## config.mk

```make
export PLATFORM = sky130hd
export DESIGN_NAME = awg_cmd_parser
export DESIGN_NICKNAME = d
export VERILOG_FILES = /design/src/rtl/awg_cmd_parser.sv
export SDC_FILE = /design/constraint.sdc
export NUM_CORES = 1
export LEC_CHECK = 0
export CORE_UTILIZATION = 45
export CTS_CLUSTER_SIZE = 14
export DETAILED_ROUTE_END_ITERATION = 8
export PLACE_DENSITY = 0.69
export SLEW_MARGIN = 20
export SYNTH_ARGS = -nofsm -noshare
export SYNTH_HDL_FRONTEND = slang
export SYNTH_SLANG_ARGS = --single-unit
```

## constraint.sdc

```tcl
create_clock -name clk -period 2.6 [get_ports clk]
set_input_delay 0.26 -clock clk [delete_from_list [all_inputs] [get_ports clk]]
set_output_delay 0.26 -clock clk [all_outputs]
set_load 0.02 [all_outputs]
```

## src/rtl/awg_cmd_parser.sv

```systemverilog
// UART command parser for the AWG: SYNC/CMD/D_HI/D_LO[/CHK] packets into config registers.
// Optional checksum byte is compiled in with AWG_CMD_CHECKSUM_EN.
module awg_cmd_parser #(
    parameter int TIMEOUT_CYCLES = 50000
) (
    input  logic        clk,
    input  logic        rst,
    input  logic [7:0]  uart_data,
    input  logic        data_valid,
    output logic [1:0]  waveform_type,
    output logic [15:0] frequency,
    output logic [9:0]  amplitude,
    output logic [9:0]  dc_offset,
    output logic        cfg_update,
    output logic        err
);

    localparam int CW = $clog2(TIMEOUT_CYCLES + 1);
    localparam logic [7:0] SYNC = 8'hA5;

    typedef enum logic [2:0] {
        IDLE,
        GET_CMD,
        GET_DHI,
        GET_DLO
`ifdef AWG_CMD_CHECKSUM_EN
        , GET_CHK
`endif
    } state_t;

    state_t        state;
    logic [CW-1:0] cnt;
    logic [7:0]    cmd;
    logic [7:0]    dhi;
    logic          last;
    logic [7:0]    fin_lo;
    logic          chk_ok;
    logic          cmd_known;

`ifdef AWG_CMD_CHECKSUM_EN
    logic [7:0] dlo;

    always_comb begin
        last   = (state == GET_CHK);
        fin_lo = dlo;
        chk_ok = ((cmd ^ dhi ^ dlo) == uart_data);
    end
`else
    always_comb begin
        last   = (state == GET_DLO);
        fin_lo = uart_data;
        chk_ok = 1'b1;
    end
`endif

    assign cmd_known = (cmd >= 8'h01) && (cmd <= 8'h04);

    always_ff @(posedge clk) begin
        if (rst) begin
            state         <= IDLE;
            cnt           <= '0;
            cmd           <= '0;
            dhi           <= '0;
`ifdef AWG_CMD_CHECKSUM_EN
            dlo           <= '0;
`endif
            waveform_type <= 2'b00;
            frequency     <= 16'h0100;
            amplitude     <= 10'h3FF;
            dc_offset     <= 10'h200;
            cfg_update    <= 1'b0;
            err           <= 1'b0;
        end else begin
            cfg_update <= 1'b0;
            err        <= 1'b0;
            if (state == IDLE) begin
                cnt <= '0;
                if (data_valid && uart_data == SYNC)
                    state <= GET_CMD;
            end else if (data_valid) begin
                // A byte landing on the timeout cycle still wins.
                cnt <= '0;
                if (last) begin
                    state <= IDLE;
                    if (chk_ok && cmd_known) begin
                        cfg_update <= 1'b1;
                        case (cmd[2:0])
                            3'd1:    waveform_type <= fin_lo[1:0];
                            3'd2:    frequency     <= {dhi, fin_lo};
                            3'd3:    amplitude     <= {dhi[1:0], fin_lo};
                            3'd4:    dc_offset     <= {dhi[1:0], fin_lo};
                            default: ;
                        endcase
                    end else begin
                        err <= 1'b1;
                    end
                end else begin
                    case (state)
                        GET_CMD: begin
                            cmd   <= uart_data;
                            state <= GET_DHI;
                        end
                        GET_DHI: begin
                            dhi   <= uart_data;
                            state <= GET_DLO;
                        end
`ifdef AWG_CMD_CHECKSUM_EN
                        GET_DLO: begin
                            dlo   <= uart_data;
                            state <= GET_CHK;
                        end
`endif
                        default: state <= IDLE;
                    endcase
                end
            end else if (cnt == CW'(TIMEOUT_CYCLES)) begin
                state <= IDLE;
                cnt   <= '0;
                err   <= 1'b1;
            end else begin
                cnt <= cnt + 1'b1;
            end
        end
    end

endmodule
```

==> results of run 1 <==
cells in the mapped netlist, types with 2 or more instances:
cell type  number  area share, %
xor2_1          3           0.87
or4bb_1         3            1.1
nand2_1         7           0.87
nor4_4          2            1.4
dfxtp_1        74             49
nor3_1         18            3.0
xnor2_1        10            2.9
a21oi_1        13            2.2
nand4_1         5            1.0
nor4_1          4           0.83
and3_1          4           0.83
inv_1           6           0.75
clkbuf_1       11            1.4
nand3_1         8            1.3
nor4b_1         4            1.2
ha_1            6            2.5
o21ai_0         2           0.33
nor2_1         72            9.0
or4_4           2           0.75
mux2i_1        42             14
buf_2           2           0.33
layout by cell type, fill, tap and decap left out, types with 4 or more instances in the layout:
master / instances
nand3_1: 8
dfxtp_1: 74
clkdlybuf4s50_1: 49
nor2_1: 72
a21oi_1: 13
buf_4: 8
xnor2_1: 10
nor3_1: 18
nand4_1: 5
and3_1: 4
clkbuf_8: 10
nand2_1: 7
mux2i_1: 42
inv_1: 6
nor4b_1: 4
ha_1: 6
report_power, final:
part | total (mW) | leakage [nW] | switching, mW | internal [mW]
clock network | 1.07 | 0.118 | 0.411 | 0.657
registers | 1.13 | 0.596 | 0.000128 | 1.13
logic | 0.0587 | 0.688 | 0.0378 | 0.0208
registers in the layout, indices dropped and copies added, names as in the netlist:
register / count
dc_offset: 10
amplitude: 10
waveform_type: 2
cfg_update: 1
cnt: 16
err: 1
frequency: 16
dhi: 8
cmd: 8
state: 2
worst max path at each step:
stage	from	end	cells after the start
after floorplan	state[1]	frequency[1]	7
after global placement	data_valid	frequency[5]	6
after detailed placement	data_valid	frequency[11]	6
after CTS	state[0]	frequency[11]	6
after global routing	state[0]	frequency[0]	6
final	state[0]	frequency[11]	6
worst max-delay path: stages (launching register included):
cell     delay, ps
dfxtp_1        380
ha_1           260
or4bb_1        560
nor4_4         140
buf_4          330
mux2i_1        250
nor2_1          60
area by class of cell:
type,instances,area [µm²],area share [%]
Timing Repair Buffer,58,555.5,14.55
Clock inverter,5,102.6,2.688
Sequential cell,74,1481,38.81
Inverter,6,22.52,0.5900
Tap cell,77,96.34,2.524
Multi-Input combinational cell,216,1421,37.23
Clock buffer,10,137.6,3.605
layer usage:
layer	GRT usage (%)	up-vias	share of wire [%]
li1	-	1183	-
met1	24.13	1065	46
met2	31.56	57	46
met3	6.726	4	6.9
met4	7.396	0	0.72
met5	0	-	0
cell families after synthesis:
group	after synthesis	synth area share [%]
xor gates and xnor gates	13	3.784
buffers and inverters	22	3.742
AOI/OAI and AO/OA	19	3.618
and+or+nand+nor	136	23.16
DFF	74	49.23
muxes	42	13.97
adders and majority gates	6	2.495
==> results.py, run 1 <==
metrics = {
    "run_status": {
        "status": "complete, no violations",
    },
    "logic_synthesis": {
        "async_flop_share_pct": 0,
        "synthesis.area_mm2": 0.003009,
        "synth-edff-count": 0,
        "seq_area_frac_synth_pct": 49.23,
        "ys.flop_type": "dfxtp_1",
        "synthesis.nets": 329,
        "ys_ff_latch": 74,
        "yosysUniqueCellTypes": 35,
        "yosysWarnings": 0,
        "synth_cells": 312,
        "synth.avg_cell_area_um2": 9.645,
    },
    "worst_setup_path": {
        "crit-reg2reg-capture": "frequency[11]",
        "r2r_slack_ps": 480,
        "cp-start-kind": "flop",
        "r2r-start": "state[0]",
        "worstSetupEndpointType": "flop",
        "cp.arrival_ps": 2320,
        "r2r_cells": 6,
        "cp_data_required_time_ps": 2800,
        "worstPathMaxFanout": 17,
        "critPathKind": "reg -> reg",
    },
    "drt": {
        "route.detailed.drc": 0,
        "vias": 2309,
        "vias_per_cell": 5.177,
        "firstDrtPassIters": 4,
        "final_antenna_net_count": 0,
        "drt_wl_total_um": 6516,
        "wl_per_cell_um": 14.61,
        "dr.first_iter.drc_count": 85,
    },
    "sta": {
        "setup_ws_ps": 481.3,
        "worst_pin_slew_ps": 685.8,
        "period_share_pct": 81.49,
        "report.final.slew_viol_count": 0,
        "fin_crit_ps": 2119,
        "rsz0062_at_grt": "false",
        "finClkSkew_ps": 7.918,
        "setup_viol": 0,
        "tns_ps": 0,
        "finalHoldViolCount": 0,
        "slew_headroom_pct": 53.64,
        "whs_ps": 268.1,
        "max_freq_mhz": 472.0,
    },
    "placed_design": {
        "dpl_worst_slack_ps": 374.6,
        "portBuffers": 50,
        "gp_congestion": 0.7811,
        "post-dp-hpwl_um": 4357,
        "place_area_mm2": 0.003577,
        "placed_cells": 431,
    },
    "layout": {
        "nets": 382,
        "final_core_util_pct": 59.78,
        "area_delta_synth_final_pct": 26.86,
        "diodes": 0,
        "fin_cells": 446,
        "fillers": 558,
        "drive_above_1_share_pct": 7.859,
        "fin_area_mm2": 0.003817,
    },
    "floorplanning": {
        "rows": 29,
        "ios": 51,
        "fp.dieArea_mm2": 0.007018,
        "start_util_pct": 47.12,
        "coreArea_mm2": 0.006386,
        "die_h_um": 83.78,
        "die_x_um": 83.78,
    },
    "clocking": {
        "tritoncts": "yes",
        "cts.path.max_buffers": 2,
        "cts_resized": 0,
        "post_cts_buffers": 0,
        "path_clk_slew_ps": 80,
        "clockRootBuffer": "clkbuf_8",
        "htreeDepth": 3,
        "cts_buffers": 9,
        "hold_buffers": 0,
        "clock-sinks": 74,
        "insertion_delay_ps": 340,
    },
    "job": {
        "maxCapViolCount": 0,
    },
    "min_path": {
        "holdPathEnd": "cnt[1]",
        "hp-class": "in -> reg",
        "min-delay-start": "rst",
        "hold_depth": 3,
    },
    "global_routing": {
        "gr-total-overflow": 0,
        "grt_pass1_wl_um": 10640,
        "track_usage_pct": 19.58,
        "grt_max_degree": 69,
        "first_global_vias": 2181,
        "antenna_found_initial": 0,
    },
    "power_and_ir_drop": {
        "cellPowerDensity_mw_per_mm2": 591.7,
        "finalPower_mw": 2.259,
        "leakage_nw": 1.403,
        "peakVddDrop_uv": 370.5,
    },
}
No activity file was read; power rests on OpenSTA's default activity.
==> run 2, diff against run 1 <==
==> constraint.sdc (replaced) <==
create_clock -name clk -period 2.2 [get_ports clk]
set_input_delay 0.22 -clock clk [delete_from_list [all_inputs] [get_ports clk]]
set_output_delay 0.22 -clock clk [all_outputs]
set_load 0.02 [all_outputs]
==> run 2 against run 1 <==
Effect of this change:
- clock-buffer cell count stayed put
- critical path depth did not move
- global-route usage rose by 0.11 points
- non-clock buffer count rose by 6
- flip-flop and latch count is the same
- cell count grew 1.6%
- wire length rose by 2.4%
- clock skew up 0.74 ps
- die area is the same
- final area grew 0.92%
- fmax is 5.7% higher
- worst setup slack got worse by 290 ps
- largest cell class unchanged
==> results.py, run 2 (synthesis results as in run 1) <==
metrics = {
    "power_and_ir_drop": {
        "intPower_mw": 2.010,
        "leakage_nw": 1.422,
        "pwr-share-seq_pct": 52.0,
        "peakVddDrop_uv": 550.4,
        "p_clk_share_pct": 45.0,
        "pwr-share-comb_pct": 3.0,
        "netSwitchingFraction_pct": 21.85,
        "power.switching_mw": 0.5620,
        "cellPowerDensity_mw_per_mm2": 667.7,
    },
    "sta": {
        "max_freq_mhz": 498.8,
        "tns_ps": 0,
        "fin_crit_ps": 2005,
        "report.final.slew_viol_count": 0,
        "slew_headroom_pct": 55.71,
        "rsz0062_at_grt": "false",
        "worst_pin_slew_ps": 664.4,
        "finClkSkew_ps": 8.662,
        "setup_viol": 0,
        "period_share_pct": 91.12,
        "finalHoldViolCount": 0,
    },
    "layout": {
        "area_delta_synth_final_pct": 28.02,
        "fillers": 559,
        "largestRegisters": "cnt: 16 flops, frequency: 16 flops",
        "layout_commonest_cell": "dfxtp_1",
        "nets": 388,
        "diodes": 0,
        "layout_common_cells": "dfxtp_1 (74), nor2_1 (72), clkdlybuf4s50_1 (49), mux2i_1 (42), nor3_1 (18)",
        "drive_above_1_share_pct": 9.309,
        "fin_area_mm2": 0.003852,
    },
    "placed_design": {
        "gp_congestion": 0.7642,
        "portBuffers": 50,
        "post-dp-hpwl_um": 4405,
        "place_area_mm2": 0.003635,
    },
    "worst_setup_path": {
        "crit-reg2reg-capture": "waveform_type[0]",
        "cp.arrival_ps": 2210,
        "r2r_cells": 6,
        "cp-start-kind": "flop",
        "critPathKind": "reg -> reg",
        "worstPathMaxFanout": 7,
        "r2r-start": "state[0]",
        "cp_data_required_time_ps": 2410,
        "r2r_slack_ps": 200,
        "worstSetupEndpointType": "flop",
    },
    "clocking": {
        "insertion_delay_ps": 350,
        "cts_buffers": 9,
        "htreeDepth": 3,
        "tritoncts": "yes",
        "post_cts_buffers": 0,
        "hold_buffers": 0,
        "path_clk_slew_ps": 80,
        "clockRootBuffer": "clkbuf_8",
        "cts_resized": 0,
        "cts.path.max_buffers": 2,
        "clock-sinks": 74,
    },
    "floorplanning": {
        "coreArea_mm2": 0.006386,
        "rows": 29,
        "fp.dieArea_mm2": 0.007018,
        "die_x_um": 83.78,
        "start_util_pct": 47.12,
        "die_h_um": 83.78,
        "ios": 51,
    },
    "global_routing": {
        "track_usage_pct": 19.69,
        "gr-total-overflow": 0,
        "grt_max_degree": 69,
        "first_global_vias": 2179,
        "grt_pass1_wl_um": 10670,
        "antenna_found_initial": 0,
    },
    "run_status": {
        "status": "complete, no violations",
    },
    "drt": {
        "route.detailed.drc": 0,
        "firstDrtPassIters": 4,
        "wl_per_cell_um": 14.73,
        "vias": 2344,
        "final_antenna_net_count": 0,
        "dr.first_iter.drc_count": 92,
        "drt_wl_total_um": 6671,
        "vias_per_cell": 5.174,
    },
    "min_path": {
        "holdPathEnd": "cnt[1]",
        "hold_depth": 3,
        "hp-class": "in -> reg",
        "min-delay-start": "rst",
    },
    "job": {
        "maxCapViolCount": 0,
    },
}
run 2: changes by cell type in the layout (fill, tap and decap cells not counted), sizes merged:
| cell | before | now |
|---|---|---|
| clkinv | 1 | 2 |
| buf | 9 | 15 |
| inv | 6 | 7 |
| bufinv | 3 | 2 |
run 2: how the worst max path moves through the flow:
stage | slack [ps] | from | to
floorplan | 310 | state[1] | frequency[1]
global placement | 260 | state[0] | frequency[5]
detailed placement | 210 | state[0] | frequency[0]
CTS | 200 | state[0] | waveform_type[0]
global route | 40 | state[1] | dc_offset[2]
finish | 200 | state[0] | waveform_type[0]
run 2: layout make-up:
class / instances / area (µm²) / area share (%)
Sequential cell: 74 / 1481 / 38.45
Multi-Input combinational cell: 216 / 1421 / 36.90
Timing Repair Buffer: 64 / 613.1 / 15.91
Clock buffer: 10 / 127.6 / 3.313
Tap cell: 77 / 96.34 / 2.501
Clock inverter: 6 / 90.09 / 2.338
Inverter: 6 / 22.52 / 0.5846
run 2: routing by layer:
metal / GRT usage, % / part of all wire [%]
met1: 23.57 / 47
met2: 31.93 / 46
met3: 7.913 / 5.8
met4: 6.934 / 1.2
met5: 0 / 0
run 2: worst max-delay path: stages (launching register included):
cell and delay, ps:
dfxtp_1 390, inv_1 80, ha_1 260, nand2b_1 340
or4_4 580, mux2i_1 160, nor2_1 60
run 2: power groups by stage:
stage	registers, mW	clock network [mW]	logic (mW)
floorplan	1.37	0	0.0270
global placement	1.37	0	0.0767
detailed placement	1.37	0	0.0768
CTS	1.34	1.18	0.0768
global route	1.34	1.24	0.0817
finish	1.34	1.16	0.0768
run 2: per-stage QoR:
step / util, % / setup slack, ps / power [mW] / instances / hold WS, ps
6_report: 60.33 / 195.4 / 2.572 / 453 / 246.9
5_1_grt: 60.33 / 43.58 / 2.662 / 453 / 246.5
3_3_place_gp: 56.92 / 264.0 / 1.446 / 437 / 459.8
2_1_floorplan: - / 313.0 / 1.397 / 312 / 363.9
3_5_place_dp: 56.92 / 212.0 / 1.447 / 437 / 474.9
4_1_cts: 60.33 / 196.9 / 2.599 / 453 / 240.8
==> run 3, diff against run 2 <==
--- a/config.mk
+++ b/config.mk
@@ -5,6 +5,7 @@
 export SDC_FILE = /design/constraint.sdc
 export NUM_CORES = 1
 export LEC_CHECK = 0
+export ABC_AREA = 1
 export CORE_UTILIZATION = 45
 export CTS_CLUSTER_SIZE = 14
 export DETAILED_ROUTE_END_ITERATION = 8
==> run 3 against run 2 <==
Effect of this change:
- non-clock buffer count shrank 5
- worst setup slack improved by 300 ps
- global-route usage grew 2.4 points
- cell count increased by 36%
- combinational power rose by 130%
- utilization decreased by 1.3 points
- final area grew 5.2%
- clock-buffer cell count did not move
- synthesized cell count increased by 48%
- sequential share of layout area is 1.9 points lower
- clock power down 4%
- highest routed layer unchanged
==> results.py, run 3 <==
metrics = {
    "run_status": {
        "status": "complete, no violations",
    },
    "power_and_ir_drop": {
        "peakVddDrop_uv": 305.9,
        "leakage_nw": 1.741,
        "cellPowerDensity_mw_per_mm2": 650.5,
    },
    "floorplanning": {
        "start_util_pct": 47.21,
        "rows": 30,
        "coreArea_mm2": 0.006869,
        "die_h_um": 86.90,
        "fp.dieArea_mm2": 0.007551,
        "ios": 51,
        "die_x_um": 86.90,
    },
    "worst_setup_path": {
        "cp_data_required_time_ps": 2420,
        "critPathKind": "reg -> reg",
        "cp-start-kind": "flop",
        "cp.arrival_ps": 1930,
        "worstPathMaxFanout": 16,
        "worstSetupEndpointType": "flop",
        "r2r-start": "state[0]",
        "r2r_slack_ps": 490,
        "r2r_cells": 7,
        "crit-reg2reg-capture": "cmd[0]",
    },
    "logic_synthesis": {
        "yosysUniqueCellTypes": 25,
        "synth_cells": 462,
        "yosys.area.top_type": "dfxtp_1",
        "synth_most_common_cell": "nand2_1",
        "seq_area_frac_synth_pct": 45.68,
        "ys.flop_type": "dfxtp_1",
        "synthesis.area_mm2": 0.003243,
        "yosysWarnings": 0,
        "synthesis.nets": 479,
        "async_flop_share_pct": 0,
        "yosysTopAreaCellShare_pct": 45.68,
        "synth.avg_cell_area_um2": 7.020,
        "ys_ff_latch": 74,
        "synth-edff-count": 0,
        "yosys-top-cells-area": "dfxtp_1 (46%), nand2_1 (14%), nor2_1 (9.0%)",
        "synth_common_cells": "nand2_1 (118), nor2_1 (78), dfxtp_1 (74)",
    },
    "global_routing": {
        "grt_max_degree": 32,
        "track_usage_pct": 22.05,
        "antenna_found_initial": 0,
        "grt_pass1_wl_um": 12520,
        "gr-total-overflow": 0,
        "first_global_vias": 2632,
    },
    "drt": {
        "vias": 2936,
        "dr.first_iter.drc_count": 247,
        "drt_wl_total_um": 7594,
        "firstDrtPassIters": 4,
        "final_antenna_net_count": 0,
        "wl_per_cell_um": 12.31,
        "vias_per_cell": 4.759,
        "route.detailed.drc": 0,
    },
    "layout": {
        "drive_above_1_share_pct": 7.486,
        "nets": 533,
        "diodes": 0,
        "layout_commonest_cell": "nand2_1",
        "area_delta_synth_final_pct": 24.92,
        "largestRegisters": "cnt: 16 flops, frequency: 16 flops",
        "fin_cells": 617,
        "layout_common_cells": "nand2_1 (118), nor2_1 (78), dfxtp_1 (74), inv_1 (59), clkdlybuf4s50_1 (50)",
        "fillers": 636,
    },
    "clocking": {
        "tritoncts": "yes",
        "cts_buffers": 9,
        "post_cts_buffers": 0,
        "htreeDepth": 3,
        "clockRootBuffer": "clkbuf_8",
        "path_clk_slew_ps": 80,
        "cts.path.max_buffers": 2,
        "cts_resized": 0,
        "insertion_delay_ps": 350,
        "hold_buffers": 0,
        "clock-sinks": 74,
    },
    "sta": {
        "rsz0062_at_grt": "false",
        "period_share_pct": 77.59,
        "setup_ws_ps": 493.1,
        "worst_pin_slew_ps": 441.8,
        "slew_headroom_pct": 70.48,
        "report.final.slew_viol_count": 0,
        "setup_viol": 0,
        "finalHoldViolCount": 0,
        "fin_crit_ps": 1707,
        "max_freq_mhz": 585.8,
        "finClkSkew_ps": 8.926,
        "tns_ps": 0,
    },
    "min_path": {
        "hold_depth": 2,
        "hp-class": "reg -> reg",
        "min-delay-start": "cmd[3]",
        "holdPathEnd": "cmd[3]",
    },
    "placed_design": {
        "post-dp-hpwl_um": 5246,
        "dpl_worst_slack_ps": 326.0,
        "portBuffers": 50,
        "gp_congestion": 0.8096,
        "placed_cells": 601,
    },
    "job": {
        "maxCapViolCount": 0,
    },
}
## run 3: area by class of cell
class	count	area [µm²]	area share, %
clock inverter	6	72.57	1.791
tap	96	120.1	2.965
multi-input combinational	312	1446	35.70
sequential	74	1481	36.57
timing repair buffer	59	568.0	14.02
clock buffer	10	137.6	3.397
inverter	60	225.2	5.559
## run 3: worst max path at each step
| stage | start | to | slack, ps | cells after the start |
|---|---|---|---|---|
| 4_1_cts | state[0] | frequency[10] | 480 | 7 |
| 2_1_floorplan | state[0] | cmd[6] | 770 | 8 |
| 3_5_place_dp | data_valid | frequency[10] | 330 | 7 |
| 3_3_place_gp | data_valid | cmd[4] | 360 | 6 |
| 5_1_grt | state[1] | cmd[1] | 230 | 7 |
| 6_report | state[0] | cmd[0] | 490 | 7 |
## run 3: logic make-up after synthesis
group / synth area share (%)
adder cells (fa/ha/maj): 2.315
AO/OA/AOI/OAI: 5.864
AND/OR/NAND/NOR: 35.34
buffers and inverters: 9.722
flip-flops: 45.68
XOR/XNOR: 1.080
## run 3: through the flow
step	utilization (%)	hold WS (ps)	power, mW	area (µm²)
after floorplan	-	354.9	1.489	3243
after global placement	55.92	442.1	1.562	3841
after detailed placement	55.92	444.8	1.563	3841
after CTS	58.98	457.7	2.658	4051
after global routing	58.98	472.2	2.752	4051
final	58.98	452.2	2.635	4051
## run 3: report_power, final
| part | internal, mW | switching (mW) | total, mW |
|---|---|---|---|
| clock | 0.567 | 0.539 | 1.11 |
| sequential | 1.35 | 0.00908 | 1.36 |
| combinational | 0.0564 | 0.117 | 0.173 |
## run 3: worst max-delay path, cell delays in order (launching register included)
cell	delay, ps
dfxtp_1	370
inv_1	90
ha_1	280
nand2_1	70
inv_2	160
nand2_1	300
o21ai_0	250
a21oi_1	60
## run 3: metal layers
metal  routed length, µm  share of wire [%]  vias up  global-route usage [%]
met5                   0                  0        -                       0
met4                 136                1.8        0                   9.697
met3                 528                7.0       11                   3.318
met2                3311                 44       84                   32.71
met1                3618                 48     1297                   31.69
li1                    -                  -     1544                       -
